### config.mk
export PLATFORM = sky130hd
export DESIGN_NAME = ifid_hazard_ctrl_flat
export DESIGN_NICKNAME = d
export VERILOG_FILES = /design/src/rtl/ifid_hazard_ctrl_pkg.sv /design/src/rtl/ifid_hazard_ctrl_if.sv /design/src/rtl/ifid_hazard_ctrl_sat_counter.sv /design/src/rtl/ifid_hazard_ctrl.sv /design/src/flat_wrapper.sv
export SDC_FILE = /design/constraint.sdc
export NUM_CORES = 1
export LEC_CHECK = 0
export BUFFER_PORTS_ARGS = -buffer_cell sky130_fd_sc_hd__buf_2
export CORE_ASPECT_RATIO = 0.75
export CORE_MARGIN = 3
export CORE_UTILIZATION = 40
export DETAILED_ROUTE_END_ITERATION = 12
export PLACE_DENSITY = 0.81
export SKIP_CTS_REPAIR_TIMING = 1
export SYNTH_ARGS = -nofsm -noshare
export SYNTH_HDL_FRONTEND = slang
export SYNTH_SLANG_ARGS = --single-unit
### constraint.sdc
create_clock -name clk -period 1.6 [get_ports clk]
set_input_delay 0.08 -clock clk [delete_from_list [all_inputs] [get_ports clk]]
set_output_delay 0.08 -clock clk [all_outputs]
set_load 0.01 [all_outputs]
### src/rtl/ifid_hazard_ctrl_pkg.sv
// rtl/ifid_hazard_ctrl_pkg.sv - shared opcodes, IF/ID defaults and FSM encoding
package ifid_hazard_ctrl_pkg;

    localparam logic [4:0]  OP_HALT       = 5'b00000;
    localparam logic [4:0]  OP_NOP        = 5'b00001;
    localparam logic [15:0] DEF_NOP_INSTR = {OP_NOP, 11'd0};
    localparam int          DEF_MAX_STALL = 4;
    localparam int          DEF_CNT_W     = 16;

    typedef enum logic [1:0] {
        ST_RUN    = 2'd0,
        ST_HOLD   = 2'd1,
        ST_HALTED = 2'd2
    } ifid_state_e;

    // Opcode field of a 16-bit instruction word
    function automatic logic [4:0] opcode_of(input logic [15:0] instr);
        return instr[15:11];
    endfunction

endpackage

### src/rtl/ifid_hazard_ctrl_if.sv
// rtl/ifid_hazard_ctrl_if.sv - fetch/decode/hazard signal bundle around the IF/ID register
interface ifid_hazard_ctrl_if #(
    parameter int CNT_W = 16
);
    logic [15:0]      instr_in;
    logic [15:0]      pc_plus2_in;
    logic             fetch_done;
    logic             stall;
    logic             flush;
    logic [15:0]      instr_reg;
    logic [15:0]      pc_plus2_reg;
    logic             valid_reg;
    logic             pc_wr_en;
    logic             idex_bubble;
    logic             halted;
    logic [CNT_W-1:0] stall_cycles;
    logic             stall_timeout;

    // Pipeline side driving fetch results and hazard requests
    modport master (
        output instr_in, pc_plus2_in, fetch_done, stall, flush,
        input  instr_reg, pc_plus2_reg, valid_reg, pc_wr_en, idex_bubble,
               halted, stall_cycles, stall_timeout
    );

    // IF/ID controller side
    modport slave (
        input  instr_in, pc_plus2_in, fetch_done, stall, flush,
        output instr_reg, pc_plus2_reg, valid_reg, pc_wr_en, idex_bubble,
               halted, stall_cycles, stall_timeout
    );
endinterface

### src/rtl/ifid_hazard_ctrl_sat_counter.sv
// rtl/ifid_hazard_ctrl_sat_counter.sv - saturating up-counter with synchronous clear
module sat_counter #(
    parameter int W = 8
) (
    input  logic         clk,
    input  logic         rst,
    input  logic         inc,
    input  logic         clr,
    output logic [W-1:0] cnt
);
    logic [W-1:0] cnt_q;

    // Clear wins over increment; stick at all-ones instead of wrapping
    always_ff @(posedge clk) begin
        if (rst || clr) begin
            cnt_q <= '0;
        end else if (inc && (cnt_q != {W{1'b1}})) begin
            cnt_q <= cnt_q + W'(1);
        end
    end

    assign cnt = cnt_q;
endmodule

### src/rtl/ifid_hazard_ctrl.sv
// rtl/ifid_hazard_ctrl.sv - IF/ID register, PC write enable, bubble injection and HALT drain
module ifid_hazard_ctrl
    import ifid_hazard_ctrl_pkg::*;
#(
    parameter logic [15:0] NOP_INSTR = DEF_NOP_INSTR,
    parameter logic [4:0]  HALT_OP   = OP_HALT,
    parameter int          MAX_STALL = DEF_MAX_STALL,
    parameter int          CNT_W     = DEF_CNT_W
) (
    input logic               clk,
    input logic               rst,
    ifid_hazard_ctrl_if.slave bus
);
    localparam int              RUN_W     = $clog2(MAX_STALL + 1);
    localparam logic [RUN_W-1:0] RUN_LIMIT = RUN_W'(MAX_STALL);

    ifid_state_e      state_q;
    logic [15:0]      instr_q;
    logic [15:0]      pc_plus2_q;
    logic             valid_q;
    logic             halted_q;
    logic             timeout_q;
    logic [RUN_W-1:0] run_cnt;
    logic [CNT_W-1:0] stall_cnt;
    logic             halt_trig;
    logic             pc_wr_en_d;
    logic             bubble_d;

    // A valid HALT sitting in ID moves on to EX and freezes fetch behind it
    assign halt_trig = (state_q != ST_HALTED) && valid_q &&
                       (opcode_of(instr_q) == HALT_OP) && !bus.stall && !bus.flush;

    // PC enable and bubble follow the same priority as the register update
    always_comb begin
        pc_wr_en_d = 1'b0;
        bubble_d   = 1'b0;
        if (rst) begin
            bubble_d = 1'b1;
        end else if (state_q == ST_HALTED) begin
            pc_wr_en_d = bus.flush;
        end else if (bus.flush) begin
            pc_wr_en_d = 1'b1;
        end else if (bus.stall) begin
            bubble_d = 1'b1;
        end else if (halt_trig) begin
            pc_wr_en_d = 1'b0;
        end else begin
            pc_wr_en_d = bus.fetch_done;
        end
    end

    // IF/ID register and RUN/HOLD/HALTED state; flush beats a stall on the wrong path
    always_ff @(posedge clk) begin
        if (rst) begin
            state_q    <= ST_RUN;
            instr_q    <= NOP_INSTR;
            pc_plus2_q <= '0;
            valid_q    <= 1'b0;
            halted_q   <= 1'b0;
        end else if (bus.flush) begin
            state_q  <= ST_RUN;
            instr_q  <= NOP_INSTR;
            valid_q  <= 1'b0;
            halted_q <= 1'b0;
        end else begin
            case (state_q)
                ST_HALTED: begin
                    state_q <= ST_HALTED;
                end
                ST_RUN, ST_HOLD: begin
                    if (bus.stall) begin
                        state_q <= ST_HOLD;
                    end else if (halt_trig) begin
                        state_q  <= ST_HALTED;
                        instr_q  <= NOP_INSTR;
                        valid_q  <= 1'b0;
                        halted_q <= 1'b1;
                    end else if (!bus.fetch_done) begin
                        state_q <= ST_RUN;
                        instr_q <= NOP_INSTR;
                        valid_q <= 1'b0;
                    end else begin
                        state_q    <= ST_RUN;
                        instr_q    <= bus.instr_in;
                        pc_plus2_q <= bus.pc_plus2_in;
                        valid_q    <= 1'b1;
                    end
                end
                default: begin
                    state_q <= ST_RUN;
                end
            endcase
        end
    end

    // Total stalled cycles for perf debug, counted even when a flush wins
    sat_counter #(.W(CNT_W)) u_stall_cycles (
        .clk (clk),
        .rst (rst),
        .inc (bus.stall),
        .clr (1'b0),
        .cnt (stall_cnt)
    );

    // Length of the current uninterrupted stall run
    sat_counter #(.W(RUN_W)) u_run_cnt (
        .clk (clk),
        .rst (rst),
        .inc (bus.stall),
        .clr (!bus.stall),
        .cnt (run_cnt)
    );

    // Sticky watchdog: a stall run that would pass MAX_STALL cycles
    always_ff @(posedge clk) begin
        if (rst) begin
            timeout_q <= 1'b0;
        end else if (bus.stall && (run_cnt >= RUN_LIMIT)) begin
            timeout_q <= 1'b1;
        end
    end

    assign bus.instr_reg     = instr_q;
    assign bus.pc_plus2_reg  = pc_plus2_q;
    assign bus.valid_reg     = valid_q;
    assign bus.pc_wr_en      = pc_wr_en_d;
    assign bus.idex_bubble   = bubble_d;
    assign bus.halted        = halted_q;
    assign bus.stall_cycles  = stall_cnt;
    assign bus.stall_timeout = timeout_q;
endmodule

### src/flat_wrapper.sv
// flat-port wrapper written by rule: the top's interface ports become plain ports
module ifid_hazard_ctrl_flat import ifid_hazard_ctrl_pkg::*;
#(
    parameter logic [15:0] NOP_INSTR = DEF_NOP_INSTR,
    parameter logic [4:0]  HALT_OP   = OP_HALT,
    parameter int          MAX_STALL = DEF_MAX_STALL,
    parameter int          CNT_W     = DEF_CNT_W
)
  (clk, rst, bus_instr_in, bus_pc_plus2_in, bus_fetch_done, bus_stall, bus_flush, bus_instr_reg, bus_pc_plus2_reg, bus_valid_reg, bus_pc_wr_en, bus_idex_bubble, bus_halted, bus_stall_cycles, bus_stall_timeout);
  ifid_hazard_ctrl_if #(.CNT_W(CNT_W)) bus_i ();
  input logic clk;
  input logic rst;
  input wire logic [$bits(bus_i.instr_in)-1:0] bus_instr_in;
  input wire logic [$bits(bus_i.pc_plus2_in)-1:0] bus_pc_plus2_in;
  input wire logic [$bits(bus_i.fetch_done)-1:0] bus_fetch_done;
  input wire logic [$bits(bus_i.stall)-1:0] bus_stall;
  input wire logic [$bits(bus_i.flush)-1:0] bus_flush;
  output wire logic [$bits(bus_i.instr_reg)-1:0] bus_instr_reg;
  output wire logic [$bits(bus_i.pc_plus2_reg)-1:0] bus_pc_plus2_reg;
  output wire logic [$bits(bus_i.valid_reg)-1:0] bus_valid_reg;
  output wire logic [$bits(bus_i.pc_wr_en)-1:0] bus_pc_wr_en;
  output wire logic [$bits(bus_i.idex_bubble)-1:0] bus_idex_bubble;
  output wire logic [$bits(bus_i.halted)-1:0] bus_halted;
  output wire logic [$bits(bus_i.stall_cycles)-1:0] bus_stall_cycles;
  output wire logic [$bits(bus_i.stall_timeout)-1:0] bus_stall_timeout;
  assign bus_i.instr_in = bus_instr_in;
  assign bus_i.pc_plus2_in = bus_pc_plus2_in;
  assign bus_i.fetch_done = bus_fetch_done;
  assign bus_i.stall = bus_stall;
  assign bus_i.flush = bus_flush;
  assign bus_instr_reg = bus_i.instr_reg;
  assign bus_pc_plus2_reg = bus_i.pc_plus2_reg;
  assign bus_valid_reg = bus_i.valid_reg;
  assign bus_pc_wr_en = bus_i.pc_wr_en;
  assign bus_idex_bubble = bus_i.idex_bubble;
  assign bus_halted = bus_i.halted;
  assign bus_stall_cycles = bus_i.stall_cycles;
  assign bus_stall_timeout = bus_i.stall_timeout;
  ifid_hazard_ctrl #(.NOP_INSTR(NOP_INSTR), .HALT_OP(HALT_OP), .MAX_STALL(MAX_STALL), .CNT_W(CNT_W)) u_core (.clk(clk), .rst(rst), .bus(bus_i));
endmodule
==> results.ini <==
[synthesis]
synth_seq_area_share=0.4885
async_flop_share=0
ys_seq_elements=56
syn_nets=273
synth_commonest_cells=dfxtp_1, nor2_1, mux2i_1
yosysMostFrequentCell=dfxtp_1
synth_area_leaders=dfxtp_1, mux2i_1, nor2_1
synth_edf_count=0
synthCells=233
ys.flop_type=dfxtp_1
netlist.area_leader.share=0.4885
synth_warnings=0
synth_top_area_cell=dfxtp_1
netlist_area_um2=2295
avgSynthCellArea_um2=9.849
synthDistinctLibCells=42

[critical_path]
critPathMaxFanout=16
endpoint_kind=register
timing.rr.start=u_core.state_q[1]$_SDFF_PP0_
crit-reg2reg-capture=u_core.bus.pc_plus2_reg[9]$_SDFFE_PP0P_
cp.required_ps=1770
cp-endpoint=u_core.bus.pc_plus2_reg[9]$_SDFFE_PP0P_
cp.arrival_ps=1750
cp-start-kind=register
r2r_slack_ps=20
crit_start=u_core.state_q[1]$_SDFF_PP0_
timing_worst_setup_path_type=register to register
ff2ff_path_depth=5

[timing]
worstMarginPinSlew_ps=624.6
max_freq_mhz=633.7
hold_viol_final=0
finalCritPeriodShare=0.9862
slew_headroom=0.5831
tns_ps=0
slew_violations=0
skew_ps=6.439
setup_viol=0
rsz0062_at_grt=yes
whs_ps=1.897
fin_crit_ps=1578

[global_routing]
grtUsageTotal=0.1692
grtUsageMet3=0.04197
use_met2=0.2829
grt_use_met1=0.2200
grt_pass1_vias=1956
grt_max_degree=41
top_usage_layer=met2
grt_pass1_wl_um=9073
antenna_found_initial=0
overflow=0

[clock_network]
cts_max_level=2
cts_buffers=5
cts_tree=done
clkSinkCount=56
clockRootBuffer=clkbuf_8
clk_pin_slew_ps=90
clk_latency_ps=290
clockBufferDepth=2

[floorplanning]
design.core.area_um2=5439
die_x_um=93.46
io_pins=90
start_util=0.4219
die_area_um2=6691
num_rows=23
die_h_um=71.60

[flow_run]
cap_violations=0

[drt]
drc=0
first_pass_iters=4
wl_per_cell_um=14.00
final_antenna_net_count=0
drt-initial-drc-count=109
wirelength_um=5991
num_vias=2181
viasPerCell=5.096

[layout]
drive_gt1_frac=0.4391
n_antenna_cell=0
syn_to_final_growth_pct=43.95
fillCellCount=459
stdcell_count=428
fin_nets=393
fin_area_um2=3303

[pwr]
fin_total_pwr_mw=2.507
p_per_area_nw_per_um2=759.0
leakage_nw=1.479
peakVddDrop_mv=0.3969

[placement]
dp_hpwl_um=4401
place_area_um2=3049
portBuffers=89
dpl.cell_count=410
globalplace.congestion=0.8724

[min_path]
hp-class=primary input to register

[status]
outcome=completed

-- logic make-up (layout without fill, tap and decap cells) --
logic type / count (synthesis) / in the layout / share of synthesized area
simple gates: 87 / 87 / 0.2001
flops: 56 / 56 / 0.4886
compound gates: 44 / 44 / 0.1412
mux: 24 / 24 / 0.1069
buf+inv: 17 / 137 / 0.03926
fa+ha+maj: 3 / 3 / 0.01636
xor+xnor: 2 / 2 / 0.007635
-- metal layers --
metal | wire (um) | part of all wire | vias up
met5 | 0 | 0 | -
met1 | 2508 | 0.42 | 1016
met3 | 398 | 0.066 | 4
met4 | 51 | 0.0085 | 0
met2 | 3033 | 0.51 | 73
li1 | - | - | 1088
-- worst min path at each step --
stage,from,to,slack [ps],cells past startpoint
2_1_floorplan,bus_instr_in[11],u_core.bus.instr_reg[11]$_SDFFE_PP1P_,210,2
3_3_place_gp,bus_instr_in[15],u_core.bus.instr_reg[15]$_SDFFE_PP0P_,300,2
3_5_place_dp,bus_instr_in[10],u_core.bus.instr_reg[10]$_SDFFE_PP0P_,300,2
4_1_cts,bus_instr_in[1],u_core.bus.instr_reg[1]$_SDFFE_PP0P_,-20,2
5_1_grt,bus_instr_in[12],u_core.bus.instr_reg[12]$_SDFFE_PP0P_,10,2
6_report,bus_instr_in[12],u_core.bus.instr_reg[12]$_SDFFE_PP0P_,2,2
-- cell usage in the layout (no fill, tap or decap), drive strengths merged, types with 5 or more instances in the layout --
cell type,count
buf,115
dfxtp,56
nor2,37
mux2i,20
a22o,15
a21oi,14
dlygate4sd3,10
nor3,9
nand3,9
clkbuf,7
inv,5
nor2b,5
nand2,5
nand4,5
-- power by group --
part           total (mW)  switching [mW]  internal, mW
combinational       0.275           0.132         0.143
sequential           1.44          0.0187          1.42
clock               0.794           0.407         0.386
-- worst max-delay path: stages, from the launching register on --
cell and delay, ps:
dfxtp_2 340, or4b_4 490, a21oi_4 150, buf_12 180, mux2i_2 240, nor2_1 60
-- per-stage QoR --
stage	worst slack (ps)	utilization
2_1_floorplan	-15.10	-
3_3_place_gp	71.95	0.5606
3_5_place_dp	37.76	0.5606
4_1_cts	-52.96	0.5783
5_1_grt	-26.18	0.6073
6_report	22.07	0.6073
-- layout make-up --
cell class	count	area, um^2	share of cell area
Inverter	5	18.77	0.005682
Sequential cell	56	1144	0.3462
Clock buffer	7	96.34	0.02917
Timing Repair Buffer	125	778.2	0.2356
Multi-Input combinational cell	160	1172	0.3549
Tap cell	75	93.84	0.02841
Power figures use the tool's default switching activity.
